[config.mk]
export PLATFORM = sky130hd
export DESIGN_NAME = game_clock_countdown
export DESIGN_NICKNAME = d
export VERILOG_FILES = /design/src/rtl/game_clock_countdown.sv
export SDC_FILE = /design/constraint.sdc
export NUM_CORES = 1
export LEC_CHECK = 0
export ABC_AREA = 1
export CAP_MARGIN = 10
export CORE_ASPECT_RATIO = 1.25
export CORE_MARGIN = 3
export CORE_UTILIZATION = 60
export CTS_CLUSTER_DIAMETER = 30
export DETAILED_ROUTE_END_ITERATION = 10
export HOLD_SLACK_MARGIN = 0.02
export PLACE_DENSITY = 0.84
export SKIP_LAST_GASP = 1
export SLEW_MARGIN = 30
export SYNTH_ARGS = -nofsm -noshare
export SYNTH_HDL_FRONTEND = slang
export SYNTH_SLANG_ARGS = --single-unit
[constraint.sdc]
create_clock -name clk -period 4.5 [get_ports clk]
set_input_delay 1.35 -clock clk [delete_from_list [all_inputs] [get_ports clk]]
set_output_delay 1.35 -clock clk [all_outputs]
set_load 0.005 [all_outputs]
[src/rtl/game_clock_countdown.sv]
// MM:SS countdown game clock: loads a clamped BCD value, decrements once per
// prescaled second, pulses `expired` at 00:00 and draws its digits on the pixel stream.

module char_display (
    input  logic [10:0] x,
    input  logic [9:0]  y,
    input  logic [10:0] x_pos,
    input  logic [9:0]  y_pos,
    input  logic [8:0]  rom_base_addr,
    output logic        pixel_on
);
    logic [10:0] dx;
    logic [9:0]  dy;
    logic        in_box;
    logic [8:0]  rom_addr;
    logic [7:0]  row_bits;

    // Each glyph is 8 rows of 8 bits packed MSB-first, MSB is the leftmost pixel.
    function automatic logic [7:0] font_row(input logic [8:0] addr);
        logic [63:0] glyph;
        logic [5:0]  shift;
        glyph = 64'h0;
        if (addr[8:7] == 2'b11) begin
            case (addr[6:3])
                4'd0:    glyph = 64'h3C666E7666663C00;
                4'd1:    glyph = 64'h183818181818_7E00;
                4'd2:    glyph = 64'h3C66060C30607E00;
                4'd3:    glyph = 64'h3C66061C06663C00;
                4'd4:    glyph = 64'h0C1C3C6C7E0C0C00;
                4'd5:    glyph = 64'h7E607C0606663C00;
                4'd6:    glyph = 64'h3C60607C66663C00;
                4'd7:    glyph = 64'h7E060C1818181800;
                4'd8:    glyph = 64'h3C66663C66663C00;
                4'd9:    glyph = 64'h3C66663E060C3800;
                default: glyph = 64'h0;
            endcase
        end
        shift = {3'd7 - addr[2:0], 3'b000};
        return 8'(glyph >> shift);
    endfunction

    always_comb begin
        dx       = x - x_pos;
        dy       = y - y_pos;
        in_box   = (x >= x_pos) && (dx < 11'd8) && (y >= y_pos) && (dy < 10'd8);
        rom_addr = rom_base_addr + {6'd0, dy[2:0]};
        row_bits = font_row(rom_addr);
        pixel_on = in_box && row_bits[3'd7 - dx[2:0]];
    end
endmodule

module game_clock_countdown #(
    parameter logic [26:0] CLKS_PER_SEC = 27'd65000000,
    parameter logic [10:0] X_BOX        = 11'd0,
    parameter logic [9:0]  Y_BOX        = 10'd0
) (
    input  logic        clk,
    input  logic        rst,
    input  logic        load,
    input  logic [15:0] load_value,
    input  logic        start,
    input  logic        pause,
    input  logic [10:0] x,
    input  logic [9:0]  y,
    output logic [15:0] digits,
    output logic        running,
    output logic        expired,
    output logic        pixel_on,
    output logic [1:0]  fsm_state
);
    localparam logic [1:0] IDLE    = 2'd0;
    localparam logic [1:0] RUNNING = 2'd1;
    localparam logic [1:0] PAUSED  = 2'd2;
    localparam logic [1:0] EXPIRED = 2'd3;

    logic [1:0]  state, state_n;
    logic [26:0] presc, presc_n;
    logic [15:0] digits_n, dec_value;
    logic        tick;

    function automatic logic [15:0] clamp_bcd(input logic [15:0] v);
        logic [3:0] m1, m0, s1, s0;
        {m1, m0, s1, s0} = v;
        if (m1 > 4'd9) m1 = 4'd9;
        if (m0 > 4'd9) m0 = 4'd9;
        if (s1 > 4'd5) s1 = 4'd5;
        if (s0 > 4'd9) s0 = 4'd9;
        return {m1, m0, s1, s0};
    endfunction

    // Borrow ripples S0 -> S1 -> M0 -> M1; 0000 is a fixed point.
    function automatic logic [15:0] dec_bcd(input logic [15:0] v);
        logic [3:0] m1, m0, s1, s0;
        {m1, m0, s1, s0} = v;
        if (v != 16'h0000) begin
            if (s0 != 4'd0) s0 = s0 - 4'd1;
            else begin
                s0 = 4'd9;
                if (s1 != 4'd0) s1 = s1 - 4'd1;
                else begin
                    s1 = 4'd5;
                    if (m0 != 4'd0) m0 = m0 - 4'd1;
                    else begin
                        m0 = 4'd9;
                        m1 = m1 - 4'd1;
                    end
                end
            end
        end
        return {m1, m0, s1, s0};
    endfunction

    assign dec_value = dec_bcd(digits);

    always_comb begin
        state_n  = state;
        presc_n  = presc;
        digits_n = digits;
        tick     = 1'b0;
        if (load) begin
            state_n  = IDLE;
            presc_n  = 27'd0;
            digits_n = clamp_bcd(load_value);
        end else begin
            case (state)
                IDLE: begin
                    if (start && digits != 16'h0000) begin
                        state_n = RUNNING;
                        presc_n = 27'd0;
                    end
                end
                RUNNING: begin
                    if (presc == CLKS_PER_SEC - 27'd1) begin
                        presc_n = 27'd0;
                        tick    = 1'b1;
                    end else begin
                        presc_n = presc + 27'd1;
                    end
                    if (tick) digits_n = dec_value;
                    // Expiry outranks a coincident pause.
                    if (tick && dec_value == 16'h0000) state_n = EXPIRED;
                    else if (pause)                    state_n = PAUSED;
                end
                PAUSED: begin
                    if (start && !pause) state_n = RUNNING;
                end
                EXPIRED: ;
                default: state_n = IDLE;
            endcase
        end
    end

    always_ff @(posedge clk or negedge rst) begin
        if (!rst) begin
            state   <= IDLE;
            presc   <= 27'd0;
            digits  <= 16'h0000;
            running <= 1'b0;
            expired <= 1'b0;
        end else begin
            state   <= state_n;
            presc   <= presc_n;
            digits  <= digits_n;
            running <= (state_n == RUNNING);
            expired <= (state_n == EXPIRED) && (state != EXPIRED);
        end
    end

    assign fsm_state = state;

    logic [3:0] pix;

    char_display u_m1 (
        .x(x), .y(y), .x_pos(X_BOX + 11'd0), .y_pos(Y_BOX),
        .rom_base_addr({2'b00, digits[15:12], 3'b000} + 9'h180), .pixel_on(pix[3])
    );
    char_display u_m0 (
        .x(x), .y(y), .x_pos(X_BOX + 11'd8), .y_pos(Y_BOX),
        .rom_base_addr({2'b00, digits[11:8], 3'b000} + 9'h180), .pixel_on(pix[2])
    );
    // Columns +16..+23 are left dark for an externally drawn colon.
    char_display u_s1 (
        .x(x), .y(y), .x_pos(X_BOX + 11'd24), .y_pos(Y_BOX),
        .rom_base_addr({2'b00, digits[7:4], 3'b000} + 9'h180), .pixel_on(pix[1])
    );
    char_display u_s0 (
        .x(x), .y(y), .x_pos(X_BOX + 11'd32), .y_pos(Y_BOX),
        .rom_base_addr({2'b00, digits[3:0], 3'b000} + 9'h180), .pixel_on(pix[0])
    );

    assign pixel_on = |pix;
endmodule

* Yosys cells after proc, flatten, opt, wreduce, memory -nomap -nowiden
Memories as Yosys holds them, arrays and structs flattened. Cells that the tools add are included.
Word-level totals: output and inout bits 21, memories 4, input port bits 42, logic and storage cells 144, memory bits (read-only) 2688, register bits 47
Memory list:
- (no name shown) | depth 16, width 42, rd ports 1, clocked after memory_dff 0, write ports 0, RTL line 24 | case (addr[6:3])
- (no name shown) | depth 16, width 42, rd ports 1, clocked after memory_dff 0, write ports 0, RTL line 24
- (no name shown) | depth 16, width 42, rd ports 1, clocked after memory_dff 0, write ports 0, RTL line 24
- (no name shown) | depth 16, width 42, rd ports 1, clocked after memory_dff 0, write ports 0, RTL line 24
Cells by class: add/subtract/negate cells 24, multiplexer cells 45, equal/unequal tests 11, reduce and logical (&&, ||, !) cells 33, magnitude comparators 18, shift-type cells 4
Operators with widths (number):
- $mux W64 | 4
- $shr A64 B6 Y8 | 4
- $mux W27 | 3
- $mux W4 | 17
- $pmux W27 S2 | 1
- $mux W16 | 3
- $lt A11 B4 Y1 const B | 4
- $add A8 B8 Y9 const B | 4
- $add A9 B3 Y9 | 4
- $add A27 B1 Y27 const B | 1
- $eq A27 B26 Y1 const B | 1
- $sub A3 B3 Y3 const A | 8
- $logic_and A1 B1 Y1 | 20
- $logic_not A16 Y1 | 1
- $lt A3 B4 Y1 const B | 4
- $reduce_bool A16 Y1 | 1
- $sub A4 B1 Y4 const B | 4
- $bmux W1 S3 | 4
- $eq A2 B2 Y1 const B | 6
- $gt A4 B4 Y1 const B | 3
- $reduce_bool A4 Y1 | 3
- $ge A11 B1 Y1 const B | 1
- $ge A11 B4 Y1 const B | 1
- $ge A11 B5 Y1 const B | 1
- 19 further kinds | 32

* Logic depth before layout (Yosys ltp)
word-level depth 12, gate-level depth with buffers 16, depth with buffers taken out 16

* By module
A second synthesis with hierarchy kept.
Second synthesis, totals: cells, all modules 2191, area total of the unflattened synthesis 12614.6 µm²
Modules (own cells, without submodules):
- char_display at u_m0 ... | times used 3, seq. area each 0.0 µm², cells each 436, area each 2369.8 µm²
- game_clock_countdown | times used 1, seq. area each 1176.1 µm², cells each 436, area each 3126.7 µm²
- char_display at u_m1 | times used 1, seq. area each 0.0 µm², cells each 447, area each 2378.5 µm²

* Worst setup path before layout
Ideal clock, no wire load.
kind input to output, start point input y[1], end point output pixel_on, data arrival time 2.589 ns, path buffers 3, setup slack 0.561 ns, required time 3.150 ns, stages on the path 10, cell sequence clkbuf_1 -> clkbuf_1 -> buf_1 -> o21ai_0 -> o211ai_1 -> nand3_1 -> nand2_1 -> nand2_1 -> nand3_1 -> nand4_1
On the way: word-level cells in the longest chain between the ends 8, elaborated cells between the ends (all ways) 47, those cells by class 8 x add/sub; 2 x order compare; 4 x eq/ne; 4 x shift; 12 x mux; 13 x reduce/logical; 4 x memory
RTL lines:
- start, declared | RTL line 64 | input logic [9:0] y,
- $add A9 B3 Y9 | RTL line 46 | rom_addr = rom_base_addr + {6'd0, dy[2:0]};
- $mem_v2 Z16 W42 or $eq A2 B2 Y1 (tied branches)
- $mux W64 | RTL line 23 | if (addr[8:7] == 2'b11) begin
- $shr A64 B6 Y8 | RTL line 39 | return 8'(glyph >> shift);
- $bmux W1 S3 | RTL line 48 | pixel_on = in_box && row_bits[3'd7 - dx[2:0]];
- $mux W1 (not written as such) | RTL line 48
- $logic_and A1 B1 Y1 | RTL line 48
- $reduce_or A4 Y1 (*) | RTL line 191 | assign pixel_on = |pix;
- end, declared | RTL line 68 | output logic pixel_on,
Every way passes the cells marked *; elsewhere a longest branch is shown, timed or not. The select of a mux whose other input is x is not followed.

* Worst setup path after layout
start point input y[7], end point output pixel_on
On the way: word-level cells in the longest chain between the ends 5, elaborated cells between the ends (all ways) 15, those cells by class 2 x order compare; 13 x reduce/logical
RTL lines:
- $ge A10 B1 Y1 | RTL line 45 | in_box = (x >= x_pos) && (dx < 11'd8) && (y >= y_pos) && (dy < 10'd8);
- $logic_and A1 B1 Y1 (2 in a row) | RTL line 45
- $logic_and A1 B1 Y1 | RTL line 48
- $reduce_or A4 Y1 (*) | RTL line 191
Every way passes the cells marked *; elsewhere a longest branch is shown, timed or not.

==> Implementation_results.wiki <==
{| class="wikitable"
! Metric !! Value
|-
| Max Fclk || 232 MHz
|-
| Worst VDD drop || 358 uV
|-
| Crit path capture type || primary output
|-
| Inserted Clock Buffers || 5
|-
| Insertion delay to the later sink of the worst-skew pair || 0.30 ns
|-
| Mux share of post-synthesis cell area || 0%
|-
| Routed wire per std cell || 16.2 um
|-
| Maximum Capacitance Violations || 0
|-
| Signal arrival time at the worst endpoint || 2.97 ns
|-
| Final instance count without filler cells || 1293
|-
| TritonCTS sink count || 47
|-
| Compound-Gate Fraction of Synth Area || 18.2%
|-
| Aggregate global routing overflow || 0
|-
| Period utilization || 95.9%
|-
| Simple logic cell fraction of the synthesized area || 45.2%
|-
| Slew Limit Fails || 0
|-
| Post-Synthesis Net Count || 1149
|-
| Number of buffers inserted by hold repair at cts || 0
|-
| Placed Cells incl. Taps || 1281
|-
| Via count of the first global-routing pass || 7470
|-
| Number of flip-flops and latches in the synthesized netlist || 47
|-
| Final wirelength || 20900 um
|-
| Synth warn || 0
|-
| H-tree levels || 2
|-
| Leading post-synthesis cells by cell area || sky130_fd_sc_hd__nand2_1 (19%), sky130_fd_sc_hd__dfrtp_1 (19%), sky130_fd_sc_hd__nand3_1 (11%)
|-
| Leakage power || 3.65 nW
|-
| Average cell area after synthesis || 5.78 sq um
|-
| Horiz. Die Dim || 97.0 um
|-
| Global-route wire length before repair || 34400 um
|-
| Tmin final || 4.32 ns
|-
| Top post-synthesis cells by count || sky130_fd_sc_hd__nand2_1 (318), sky130_fd_sc_hd__nand3_1 (131), sky130_fd_sc_hd__nor2_1 (115)
|-
| Synth-to-Final Area Change || 21.9%
|-
| Count of nets after finishing || 1241
|-
| Count of endpoints failing hold in the final timing report || 0
|-
| DR vias/cell || 6.11
|-
| Setup Skew || 0.00822 ns
|-
| Most instantiated library cell after synthesis || sky130_fd_sc_hd__nand2_1
|-
| Critical path class || input port to primary output
|-
| Synth Instances || 1074
|-
| Distinct cell type count of the synthesized netlist || 45
|-
| Number of I/O pins || 63
|-
| Pin count of the biggest net entering global routing || 28
|-
| Post-synthesis sequential area ratio || 19.0%
|-
| Residual DRC || 0
|-
| TritonCTS clock tree || yes
|-
| All-Layer GR Usage || 35.0%
|-
| Filler cell count in the final layout || 813
|-
| Combined area of all synthesized cells || 6200 sq um
|-
| Number of I/O port buffers || 62
|-
| Iteration count of the initial detailed-routing pass || 6
|-
| Headroom to the max-slew limit || 50.8%
|-
| Core Region || 9860 sq um
|-
| Floorplan die area || 11600 sq um
|-
| Leading area contributor after synthesis || sky130_fd_sc_hd__nand2_1
|-
| Kind of path behind the tightest hold check || register to register
|-
| Fraction of registers with async set/reset || 100%
|-
| Share of layout cells above drive strength 1 || 10.6%
|-
| Final Setup Violations || 0
|-
| Starting density of the core || 62.9%
|-
| Clock-pin slew on the worst setup and hold paths || 0.06 ns
|-
| Worst-Margin Slew || 0.736 ns
|-
| Worst endpoint required time || 3.15 ns
|-
| Number of inserted diodes || 0
|-
| Power density over the cells || 235 nW/um^2
|-
| Drt first-iter violations || 765
|-
| Unrepaired setup endpoints after global routing || false
|-
| Clock root buffer || sky130_fd_sc_hd__clkbuf_16
|-
| Antenna violation net count after detailed routing || 0
|-
| Run status || finished, final reports clean
|-
| Number of standard-cell rows in the floorplan || 40
|-
| Xor/xnor share of the synthesized area || 1.27%
|-
| Post-synth top flop || sky130_fd_sc_hd__dfrtp_1
|-
| Area share of the largest cell type after synthesis || 19.2%
|-
| Combinational family with the most area after synthesis || simple AND/OR/NAND/NOR gates
|-
| Number of antenna violations at the first check in global routing || 0
|-
| Post-Place Worst Slack || -0.474 ns
|-
| Placed wire-length estimate || 15600 um
|-
| Number of enable flip-flop cells after synthesis || 0
|-
| Number of vias in the routed layout || 7902
|-
| Post-synthesis adder-cell area fraction || 6.65%
|-
| Fraction of the core area covered by cells at the end of the flow || 76.7%
|-
| Die height || 120 um
|-
| Critical Path Source Type || input port
|-
| Final setup slack of the worst path || 0.183 ns
|-
| Worst Path Max Fanout || 3
|-
| Number of buffers between clock root and the deepest sink || 2
|-
| Setup Total Neg Slack || 0 ns
|-
| Global placer's final weighted congestion || 1.06
|}
## path summary, 6_finish.rpt
path	from	depth (start not counted)	to	slack, ns
hold reg to reg	presc[1]	1	presc[1]	0.57
setup reg to reg	digits[4]	16	running	1.63
setup / recovery	y[7]	9	pixel_on	0.18
min in group asynchronous	rst	1	digits[6]	1.06
max in group asynchronous	rst	2	presc[17]	2.72
hold / removal	presc[1]	1	presc[1]	0.57
## cell usage in the layout (no fill, tap or decap), drive strengths merged, types with 2 or more instances in the layout
master         instances
a22oi                  2
clkinv                 3
a31oi                 10
o21ai                 94
dfrtp                 47
ha                    33
o221ai                 4
nor4                   3
inv                   98
clkinvlp               2
o21a                   2
clkbuf                 8
xor2                   8
o22ai                  5
nand3b                 3
o211ai                21
buf                   68
a21oi                 59
or2                    3
clkdlybuf4s50         58
nand2                324
nor3b                  2
nor3                  19
nor2                 127
nand3                136
nand4                 18
## where the power goes
group          switching, mW  internal, mW
Sequential            0.0343         0.443
Combinational          0.580         0.352
Clock                  0.165         0.205
Total                  0.780         0.999
## state kept, by name (all words and copies together) (netlist names)
signal,cells
expired,1
digits,16
fsm_state,2
presc,27
running,1
## metal layers
layer / global-route usage (%) / vias up / share of wire, %
met2: 60.8 / 475 / 49
met3: 4.36 / 104 / 8.2
met4: 19.8 / 0 / 5.0
li1: - / 3771 / -
met1: 41.4 / 3552 / 38
met5: 0 / - / 0
## final cells by class
cell class                 count  area (sq um)  share of cell area [%]
inverter                     100           375                    4.96
sequential                    47          1180                    15.5
tap                          126           158                    2.08
timing repair buffer         131          1230                    16.3
clock inverter                 3          20.0                   0.265
clock buffer                   5           125                    1.65
multi-input combinational    881          4480                    59.2
## metrics by stage
step	cell area, sq um	hold slack (ns)	power, mW
after floorplan	6200	0.508	1.06
final	7560	0.572	1.78
after CTS	7490	0.568	1.74
after detailed placement	7300	0.551	1.37
after global routing	7560	0.603	1.90
after global placement	7300	0.539	1.36
## timing repair
action / in CTS / in global routing
gates cloned: 1 / 1
resized for setup: 10 / 19
endpoints found under the setup margin: 1 / 1
pin swaps: 0 / 6
setup buffers: 0 / 2
## kinds of logic after synthesis
kind of cell               count (synthesis)
DFF                                       47
and+or+nand+nor                          636
buffers and inverters                    146
AOI/OAI and AO/OA                        203
adders and majority gates                 33
xor gates and xnor gates                   9
## worst max-delay path, stage by stage
cell                              delay, ns
sky130_fd_sc_hd__clkdlybuf4s50_1       0.41
sky130_fd_sc_hd__nor4_2                0.27
sky130_fd_sc_hd__nand2_1               0.14
sky130_fd_sc_hd__nor4_2                0.28
sky130_fd_sc_hd__nand2_1               0.12
sky130_fd_sc_hd__a21oi_2               0.11
sky130_fd_sc_hd__nand3_1               0.09
sky130_fd_sc_hd__nand4_1               0.08
sky130_fd_sc_hd__clkbuf_2              0.12
Power figures use the tool's default switching activity.
